[src/rtl/wbp2axilm_pkg.sv]
// wbp2axilm_pkg
// Shared constants and types for the pipelined Wishbone to AXI-lite master
// bridge: AXI response codes, the fixed protection value driven on both
// address channels, and the direction type used to lock the bridge to either
// reads or writes while transactions are in flight.
package wbp2axilm_pkg;

  localparam logic [1:0] RESP_OKAY   = 2'b00;
  localparam logic [1:0] RESP_EXOKAY = 2'b01;
  localparam logic [1:0] RESP_SLVERR = 2'b10;
  localparam logic [1:0] RESP_DECERR = 2'b11;

  localparam logic [2:0] PROT_DEFAULT = 3'b000;

  typedef enum logic {
    DIR_RD = 1'b0,
    DIR_WR = 1'b1
  } dir_t;

  // SLVERR and DECERR both have the upper bit set; OKAY/EXOKAY do not.
  function automatic logic respIsError(input logic [1:0] resp);
    return resp[1];
  endfunction

endpackage

[src/rtl/wbp2axilm.sv]
// wbp2axilm
// Pipelined Wishbone slave port bridged onto an AXI-lite master. Up to
// 2^LGFIFO-1 transactions may be in flight, all in the same direction, and
// AXI responses are returned to Wishbone in order as ack/err pulses.
//
// Ports
//   i_clk, i_axi_reset_n      clock, asynchronous active-low reset
//   i_wb_cyc/stb/we           Wishbone cycle, strobe, write enable
//   i_wb_addr[AW]             Wishbone word address
//   i_wb_data[DW], i_wb_sel   write data and byte selects
//   o_wb_stall                request not accepted this cycle
//   o_wb_ack, o_wb_err        single-cycle response pulses
//   o_wb_data[DW]             read data, valid with o_wb_ack
//   o_axi_aw*/w*/b*           AXI-lite write address, data, response
//   o_axi_ar*/r*              AXI-lite read address, response
module wbp2axilm
  import wbp2axilm_pkg::*;
#(
  parameter int C_AXI_DATA_WIDTH = 32,
  parameter int C_AXI_ADDR_WIDTH = 28,
  parameter int LGFIFO           = 3,
  localparam int DW              = C_AXI_DATA_WIDTH,
  localparam int AW              = C_AXI_ADDR_WIDTH - $clog2(C_AXI_DATA_WIDTH/8)
) (
  input  logic                        i_clk,
  input  logic                        i_axi_reset_n,
  // Wishbone slave
  input  logic                        i_wb_cyc,
  input  logic                        i_wb_stb,
  input  logic                        i_wb_we,
  input  logic [AW-1:0]               i_wb_addr,
  input  logic [DW-1:0]               i_wb_data,
  input  logic [DW/8-1:0]             i_wb_sel,
  output logic                        o_wb_stall,
  output logic                        o_wb_ack,
  output logic                        o_wb_err,
  output logic [DW-1:0]               o_wb_data,
  // AXI-lite write address
  output logic                        o_axi_awvalid,
  input  logic                        i_axi_awready,
  output logic [C_AXI_ADDR_WIDTH-1:0] o_axi_awaddr,
  output logic [2:0]                  o_axi_awprot,
  // AXI-lite write data
  output logic                        o_axi_wvalid,
  input  logic                        i_axi_wready,
  output logic [DW-1:0]               o_axi_wdata,
  output logic [DW/8-1:0]             o_axi_wstrb,
  // AXI-lite write response
  input  logic                        i_axi_bvalid,
  output logic                        o_axi_bready,
  input  logic [1:0]                  i_axi_bresp,
  // AXI-lite read address
  output logic                        o_axi_arvalid,
  input  logic                        i_axi_arready,
  output logic [C_AXI_ADDR_WIDTH-1:0] o_axi_araddr,
  output logic [2:0]                  o_axi_arprot,
  // AXI-lite read response
  input  logic                        i_axi_rvalid,
  output logic                        o_axi_rready,
  input  logic [DW-1:0]               i_axi_rdata,
  input  logic [1:0]                  i_axi_rresp
);

  localparam int                ADDR_LSB  = $clog2(DW/8);
  localparam logic [LGFIFO-1:0] NPEND_MAX = '1;

  logic                        awvalid_q, awvalid_d;
  logic                        wvalid_q, wvalid_d;
  logic                        arvalid_q, arvalid_d;
  logic [C_AXI_ADDR_WIDTH-1:0] awaddr_q, awaddr_d;
  logic [C_AXI_ADDR_WIDTH-1:0] araddr_q, araddr_d;
  logic [DW-1:0]               wdata_q, wdata_d;
  logic [DW/8-1:0]             wstrb_q, wstrb_d;
  logic [DW-1:0]               rdata_q, rdata_d;
  logic [LGFIFO-1:0]           npending_q, npending_d;
  dir_t                        dir_q, dir_d;
  logic                        flushing_q, flushing_d;
  logic                        ack_q, ack_d;
  logic                        err_q, err_d;

  logic                        stall;
  logic                        accept;
  logic                        respDone;
  logic [1:0]                  respCode;
  dir_t                        reqDir;
  logic [C_AXI_ADDR_WIDTH-1:0] reqByteAddr;

  // Request-side decode. Stall is built from registered state plus the AXI
  // readies and the requested direction, so a slot freed by a response at
  // full only opens up on the following cycle via npending_q.
  always_comb begin
    reqDir      = i_wb_we ? DIR_WR : DIR_RD;
    reqByteAddr = {i_wb_addr, {ADDR_LSB{1'b0}}};
    stall       = 1'b0;
    if (awvalid_q && !i_axi_awready)                  stall = 1'b1;
    if (wvalid_q && !i_axi_wready)                    stall = 1'b1;
    if (arvalid_q && !i_axi_arready)                  stall = 1'b1;
    if (npending_q == NPEND_MAX)                      stall = 1'b1;
    if (flushing_q)                                   stall = 1'b1;
    if ((npending_q != '0) && (reqDir != dir_q))      stall = 1'b1;
    accept = i_wb_cyc && i_wb_stb && !stall;
  end

  // Response-side decode. Only one of bvalid/rvalid can legitimately be
  // active since the bridge never mixes directions in flight; responses
  // arriving with nothing outstanding are ignored so the counter can't wrap.
  always_comb begin
    respCode = i_axi_bvalid ? i_axi_bresp : i_axi_rresp;
    respDone = (i_axi_bvalid || i_axi_rvalid) && (npending_q != '0);
  end

  // Next-state logic for the AXI request channels, the outstanding counter,
  // the flush tracker and the Wishbone response registers.
  always_comb begin
    awvalid_d  = awvalid_q;
    wvalid_d   = wvalid_q;
    arvalid_d  = arvalid_q;
    awaddr_d   = awaddr_q;
    araddr_d   = araddr_q;
    wdata_d    = wdata_q;
    wstrb_d    = wstrb_q;
    rdata_d    = rdata_q;
    npending_d = npending_q;
    dir_d      = dir_q;
    flushing_d = flushing_q;
    ack_d      = 1'b0;
    err_d      = 1'b0;

    // Each valid drops on its own ready, so AW and W may complete in either
    // order; stall keeps a new request out until both halves are gone.
    if (i_axi_awready) awvalid_d = 1'b0;
    if (i_axi_wready)  wvalid_d  = 1'b0;
    if (i_axi_arready) arvalid_d = 1'b0;

    if (accept) begin
      dir_d = reqDir;
      if (reqDir == DIR_WR) begin
        awvalid_d = 1'b1;
        wvalid_d  = 1'b1;
        awaddr_d  = reqByteAddr;
        wdata_d   = i_wb_data;
        wstrb_d   = i_wb_sel;
      end else begin
        arvalid_d = 1'b1;
        araddr_d  = reqByteAddr;
      end
    end

    case ({accept, respDone})
      2'b10:   npending_d = npending_q + LGFIFO'(1);
      2'b01:   npending_d = npending_q - LGFIFO'(1);
      default: npending_d = npending_q;
    endcase

    if (i_axi_rvalid) rdata_d = i_axi_rdata;

    // Responses that belong to an abandoned or failed burst are swallowed
    // until the count drains; the first error itself is still reported.
    if (respDone && !flushing_q && i_wb_cyc) begin
      ack_d = !respIsError(respCode);
      err_d =  respIsError(respCode);
    end

    if ((respDone && respIsError(respCode)) || (!i_wb_cyc && (npending_q != '0)))
      flushing_d = 1'b1;
    if (npending_d == '0)
      flushing_d = 1'b0;
  end

  // State register. The asynchronous reset drops every valid immediately and
  // forgets anything in flight.
  always_ff @(posedge i_clk or negedge i_axi_reset_n) begin
    if (!i_axi_reset_n) begin
      awvalid_q  <= 1'b0;
      wvalid_q   <= 1'b0;
      arvalid_q  <= 1'b0;
      awaddr_q   <= '0;
      araddr_q   <= '0;
      wdata_q    <= '0;
      wstrb_q    <= '0;
      rdata_q    <= '0;
      npending_q <= '0;
      dir_q      <= DIR_RD;
      flushing_q <= 1'b0;
      ack_q      <= 1'b0;
      err_q      <= 1'b0;
    end else begin
      awvalid_q  <= awvalid_d;
      wvalid_q   <= wvalid_d;
      arvalid_q  <= arvalid_d;
      awaddr_q   <= awaddr_d;
      araddr_q   <= araddr_d;
      wdata_q    <= wdata_d;
      wstrb_q    <= wstrb_d;
      rdata_q    <= rdata_d;
      npending_q <= npending_d;
      dir_q      <= dir_d;
      flushing_q <= flushing_d;
      ack_q      <= ack_d;
      err_q      <= err_d;
    end
  end

  // Output mapping. Ack/err are additionally masked by cyc so a master that
  // has just dropped its cycle never sees a stray pulse.
  always_comb begin
    o_wb_stall    = stall;
    o_wb_ack      = ack_q && i_wb_cyc;
    o_wb_err      = err_q && i_wb_cyc;
    o_wb_data     = rdata_q;
    o_axi_awvalid = awvalid_q;
    o_axi_awaddr  = awaddr_q;
    o_axi_awprot  = PROT_DEFAULT;
    o_axi_wvalid  = wvalid_q;
    o_axi_wdata   = wdata_q;
    o_axi_wstrb   = wstrb_q;
    o_axi_bready  = 1'b1;
    o_axi_arvalid = arvalid_q;
    o_axi_araddr  = araddr_q;
    o_axi_arprot  = PROT_DEFAULT;
    o_axi_rready  = 1'b1;
  end

endmodule
[config.mk]
export PLATFORM = sky130hd
export DESIGN_NAME = wbp2axilm
export DESIGN_NICKNAME = d
export VERILOG_FILES = /design/src/rtl/wbp2axilm_pkg.sv /design/src/rtl/wbp2axilm.sv
export SDC_FILE = /design/constraint.sdc
export NUM_CORES = 1
export LEC_CHECK = 0
export BUFFER_PORTS_ARGS = -buffer_cell sky130_fd_sc_hd__buf_2
export CAP_MARGIN = 40
export CORE_UTILIZATION = 40
export DETAILED_ROUTE_END_ITERATION = 7
export PLACE_DENSITY = 0.74
export SYNTH_ARGS = -nofsm -noshare
export SYNTH_HDL_FRONTEND = slang
export SYNTH_SLANG_ARGS = --single-unit
[constraint.sdc]
create_clock -name i_clk -period 2.8 [get_ports i_clk]
set_clock_uncertainty 0.15 [all_clocks]
set_input_delay 0.28 -clock i_clk [delete_from_list [all_inputs] [get_ports i_clk]]
set_output_delay 0.28 -clock i_clk [all_outputs]
set_load 0.01 [all_outputs]
Word-level counts from Yosys, hierarchy flattened
Index checks and enable logic that the tools add are counted.
W data, S select, Z words.
Cells by class
  reductions and logical operators: 27
  $add $sub $neg: 2
  mux-type cells: 22
  eq/ne operators: 4
  bitwise operators: 1
Operator list (number)
  $mux W1: 20
  $logic_and A1 B1 Y1: 13
  $logic_not A1 Y1: 7
  $pmux W3 S2: 1
  $reduce_and A2 Y1: 2
  $add A3 B1 Y3 const B: 1
  $eq A3 B3 Y1 const B: 1
  $logic_not A3 Y1: 1
  $reduce_bool A3 Y1: 1
  $sub A3 B1 Y3 const B: 1
  $eq A2 B1 Y1 const B: 1
  $eq A2 B2 Y1 const B: 1
  $logic_or A1 B1 Y1: 2
  $mux W2: 1
  $reduce_bool A2 Y1: 1
  $ne A1 B1 Y1: 1
  $not A1 Y1: 1
Word-level totals
  output and inout port bits: 138
  flip-flop bits (word level): 130
  word-level logic and storage cells: 69

Depth between registers and ports, before layout
  depth in word-level cells: 14
  gate-level depth with buffers: 10

Least setup slack after synthesis
Ideal clock, no wire load.
  path type: reg2reg
  start point: reg dir_q
  end point: reg flushing_q
  data arrival time: 2460 ps
  period minus slack after synthesis: 2736 ps
  path buffers: 0
  setup slack: 64 ps
  library setup time: 126 ps
  stages on the path, launching flop included: 11
  cells stage by stage: dfrtp_1 -> xnor2_2 -> o221ai_2 -> or4_1 -> ha_1 -> inv_1 -> fa_1 -> xor2_1 -> nor2_1 -> xor2_1 -> o32a_1
On the way
  cells in the longest elaborated chain, start to end: 9
  elaborated cells on any way between the ends: 11
RTL lines
  start: declaration: line wbp2axilm.sv:76  | dir_t dir_q, dir_d;
  start signal: assignment: line wbp2axilm.sv:197  | dir_q <= dir_d;
  $ne A1 B1 Y1 *: line wbp2axilm.sv:100  | if ((npending_q != '0) && (reqDir != dir_q)) stall = 1'b1;
  $logic_and A1 B1 Y1 *: line wbp2axilm.sv:100
  $mux W1 *: line wbp2axilm.sv:100
  $logic_not A1 Y1 *: line wbp2axilm.sv:101  | accept = i_wb_cyc && i_wb_stb && !stall;
  $logic_and A1 B1 Y1 *: line wbp2axilm.sv:101
  $eq A2 B1 Y1 or $eq A2 B2 Y1 (tied branches): line wbp2axilm.sv:149  | case ({accept, respDone})
  $pmux W3 S2 *: line wbp2axilm.sv:149
  net npending_d[2]: line wbp2axilm.sv:75  | logic [LGFIFO-1:0] npending_q, npending_d;
  $logic_not A3 Y1 *: line wbp2axilm.sv:166  | if (npending_d == '0)
  $mux W1 or $reduce_bool A2 Y1 (tied branches)
  end signal: assignment: line wbp2axilm.sv:198  | flushing_q <= flushing_d;
  end: declaration: line wbp2axilm.sv:77  | logic flushing_q, flushing_d;
The timed path passes the listed nets; every way through them passes the cells marked *.
A chain may end at the register's enable or synchronous reset.

Final worst setup path
Ends and elaborated chain as after synthesis.

==> run_results.csv <==
group,metric,value,unit
run,maxCapViolCount,0,
clock_network,clock_path_buffers,2,
routing,vias_per_cell,4.62,
power_and_ir_drop,powerDensity,972,nW/um^2
synthesis,yosysWarnings,0,
synthesis,ys_ff_latch,130,
routing,drc,0,
sta,tns,0,ps
routing,wire_per_inst,15.5,microns
floorplanning,start_util,41.7,%
synthesis,yosysUniqueCellTypes,33,
synthesis,synth_edf_count,0,
place,io_buffers,231,
routing,vias,3901,
sta,worst_slack,112,ps
routing,m1WireLength,4990,microns
global_routing,grt.total_usage,20.4,%
sta,slew_viol_final,0,
floorplanning,die_h,115,microns
place,place.gp.congestion,0.777,
routing,first_iter_violations,105,
routing,dr.pass1.iters,4,
synthesis,syn_inst,319,
synthesis,synth_area_per_cell,16.0,sq um
routing,routed.top_layer,"met4",
sta,post-route-period-util,96.0,%
layout,fin_nets,773,
worst_setup_path,end_kind,"register",
synthesis,yosysSeqAreaShare,63.6,%
floorplanning,io_pins,246,
routing,routed_wl,13100,microns
worst_setup_path,critical_path.startpoint,"dir_q",
synthesis,async_reset_ff_share,100,%
worst_setup_path,reg2reg_to,"flushing_q",
synthesis,ys.flop_type,"dfrtp_1",
sta,grt_setup_unrepaired,"false",
place,dp_slack,5.66,ps
global_routing,grt_max_degree,65,
outcome,outcome,"finished clean",
worst_setup_path,critical_path_class,"reg -> reg",
global_routing,grt_pass1_vias,4131,
clock_network,clk_latency,410,ps
synthesis,synth_most_common_cell,"dfrtp_1",
sta,hold_viol,0,
clock_network,clkTransAtPathRegs,60,ps
floorplanning,die-area,13300,sq um
sta,finalSetupViolCount,0,
layout,syn_to_final_growth,58.3,%
routing,ant_nets,0,
sta,fin_crit,2690,ps
routing,route.met2.wl,6870,microns
layout,multi_input_area,1720,sq um
floorplanning,rows,40,
sta,fmax,372,MHz
power_and_ir_drop,peakVddDrop,0.678,mV
synthesis,synth_largest_area_cell,"dfrtp_1",
clock_network,cts-root-buf,"clkbuf_16",
layout,drive_gt1_share,57.8,%
synthesis,syn_area,5120,sq um
synthesis,ys_top_cells_by_count,"dfrtp_1 (130), mux2_2 (110), buf_4 (12), mux2_1 (11), buf_6 (6)",
global_routing,antenna_found_initial,1,
clock_network,h-tree-depth,4,
layout,fin_util,66.1,%
place,dpl_cell_area,6440,sq um
worst_setup_path,cp.arrival,2830,ps
floorplanning,coreArea,12300,sq um
layout,regArea,3250,sq um
synthesis,yosysTopAreaCellShare,63.6,%
worst_hold_path,worst_hold_path_type,"in -> reg",
global_routing,grt_first_pass_wirelength,20100,microns
layout,design_area,8100,sq um
place,dpl.hpwl,8340,microns
power_and_ir_drop,finalPower,7880,uW
worst_setup_path,start_kind,"register",
clock_network,clock_sinks,130,
clock_network,cts_buffers,17,
power_and_ir_drop,p_leak,0.00417,uW
worst_setup_path,rr_worst_depth,10,
worst_setup_path,crit_end,"flushing_q",
global_routing,gr-total-overflow,0,
routing,wl_met3,1030,microns
synthesis,synthTopCellsByArea,"dfrtp_1 (64%), mux2_2 (24%), mux2_1 (2.4%)",
worst_setup_path,crit_fanout,2,
clock_network,cts_tree,"built",
floorplanning,die_w,115,microns
worst_setup_path,crit-reg2reg-launch,"dir_q",
worst_setup_path,reg2reg_slack,110,ps
worst_setup_path,crit_required,2940,ps
layout,final.fill_count,871,
[worst max-delay path: stages, from the launching register on]
cell and delay [ps]:
dfrtp_1 410, xnor2_2 210, a21oi_1 120, or4_4 520, ha_4 190, inv_1 60, fa_2 200, xor2_1 150
nor2_1 70, xor2_1 160, o32a_1 330
[where the power goes]
part / switching [uW] / total (uW) / internal [uW]
combinational: 1140 / 2430 / 1290
sequential: 390 / 3010 / 2620
clock: 809 / 2440 / 1630
[logic make-up after synthesis]
group / share of synthesized area, %
DFF: 63.6
muxes: 26.8
buffers and inverters: 3.94
and+or+nand+nor: 2.98
AOI/OAI and AO/OA: 1.10
xor gates and xnor gates: 0.831
adders and majority gates: 0.636
other: 0.147
[stage by stage]
step / hold WS, ps / std cells
finish: 48.5 / 845
CTS: 24.8 / 843
global placement: 114 / 714
floorplan: -166 / 329
global route: 36.2 / 845
detailed placement: 124 / 714
[layout make-up]
cell class	instances	share of cell area, %
antenna	1	0.0309
clock buffer	20	5.64
clock inverter	12	2.52
inverter	5	0.232
multi-input combinational	170	21.2
sequential	130	40.1
tap	168	2.59
timing repair buffer	339	27.6
[repair_timing]
| item | CTS | global route |
|---|---|---|
| pin swaps | 1 | 3 |
| gates resized for setup | 0 | 4 |
| hold endpoints to repair | 157 | 0 |
| buffers inserted | 0 | 1 |
| hold buffers | 97 | 0 |
| setup endpoints to repair | 1 | 1 |
[sequential cells by signal (all words and copies together), names as in the netlist, 3 cells and up]
| signal | count |
|---|---|
| o_axi_awaddr | 26 |
| o_axi_araddr | 26 |
| o_wb_data | 32 |
| o_axi_wdata | 32 |
| o_axi_wstrb | 4 |
| npending_q | 3 |
[worst min-delay path by stage]
stage	slack [ps]	end	cells past startpoint	from
after floorplan	-170	ack_q	0	i_axi_reset_n
after global placement	110	o_axi_araddr[17]	1	i_axi_reset_n
after detailed placement	120	o_axi_araddr[17]	1	i_axi_reset_n
after CTS	20	o_axi_awvalid	3	i_wb_we
after global routing	40	o_axi_awvalid	3	i_wb_we
final	50	o_axi_awvalid	3	i_wb_we
[cell usage in the layout, fill, tap and decap left out, types with 2 or more instances in the layout]
cell and n:
bufinv_16 5, dfrtp_1 130, clkbuf_8 2, clkinv_4 2
nand2_1 3, nor2_1 5, mux2_2 110, buf_2 230
and2_1 3, conb_1 12, nor4_4 2, mux2_1 11
xor2_1 2, dlygate4sd3_1 97, buf_4 10, inv_1 5
clkinvlp_4 3, clkbuf_16 17, nand3_1 2, nor2b_1 2
buf_12 2
[metal layers]
metal	GRT usage [%]	up-vias
li1	-	1790
met1	21.0	1925
met2	36.9	166
met3	7.49	20
met4	9.44	0
met5	0	-
No activity file was read; power rests on OpenSTA's default activity.
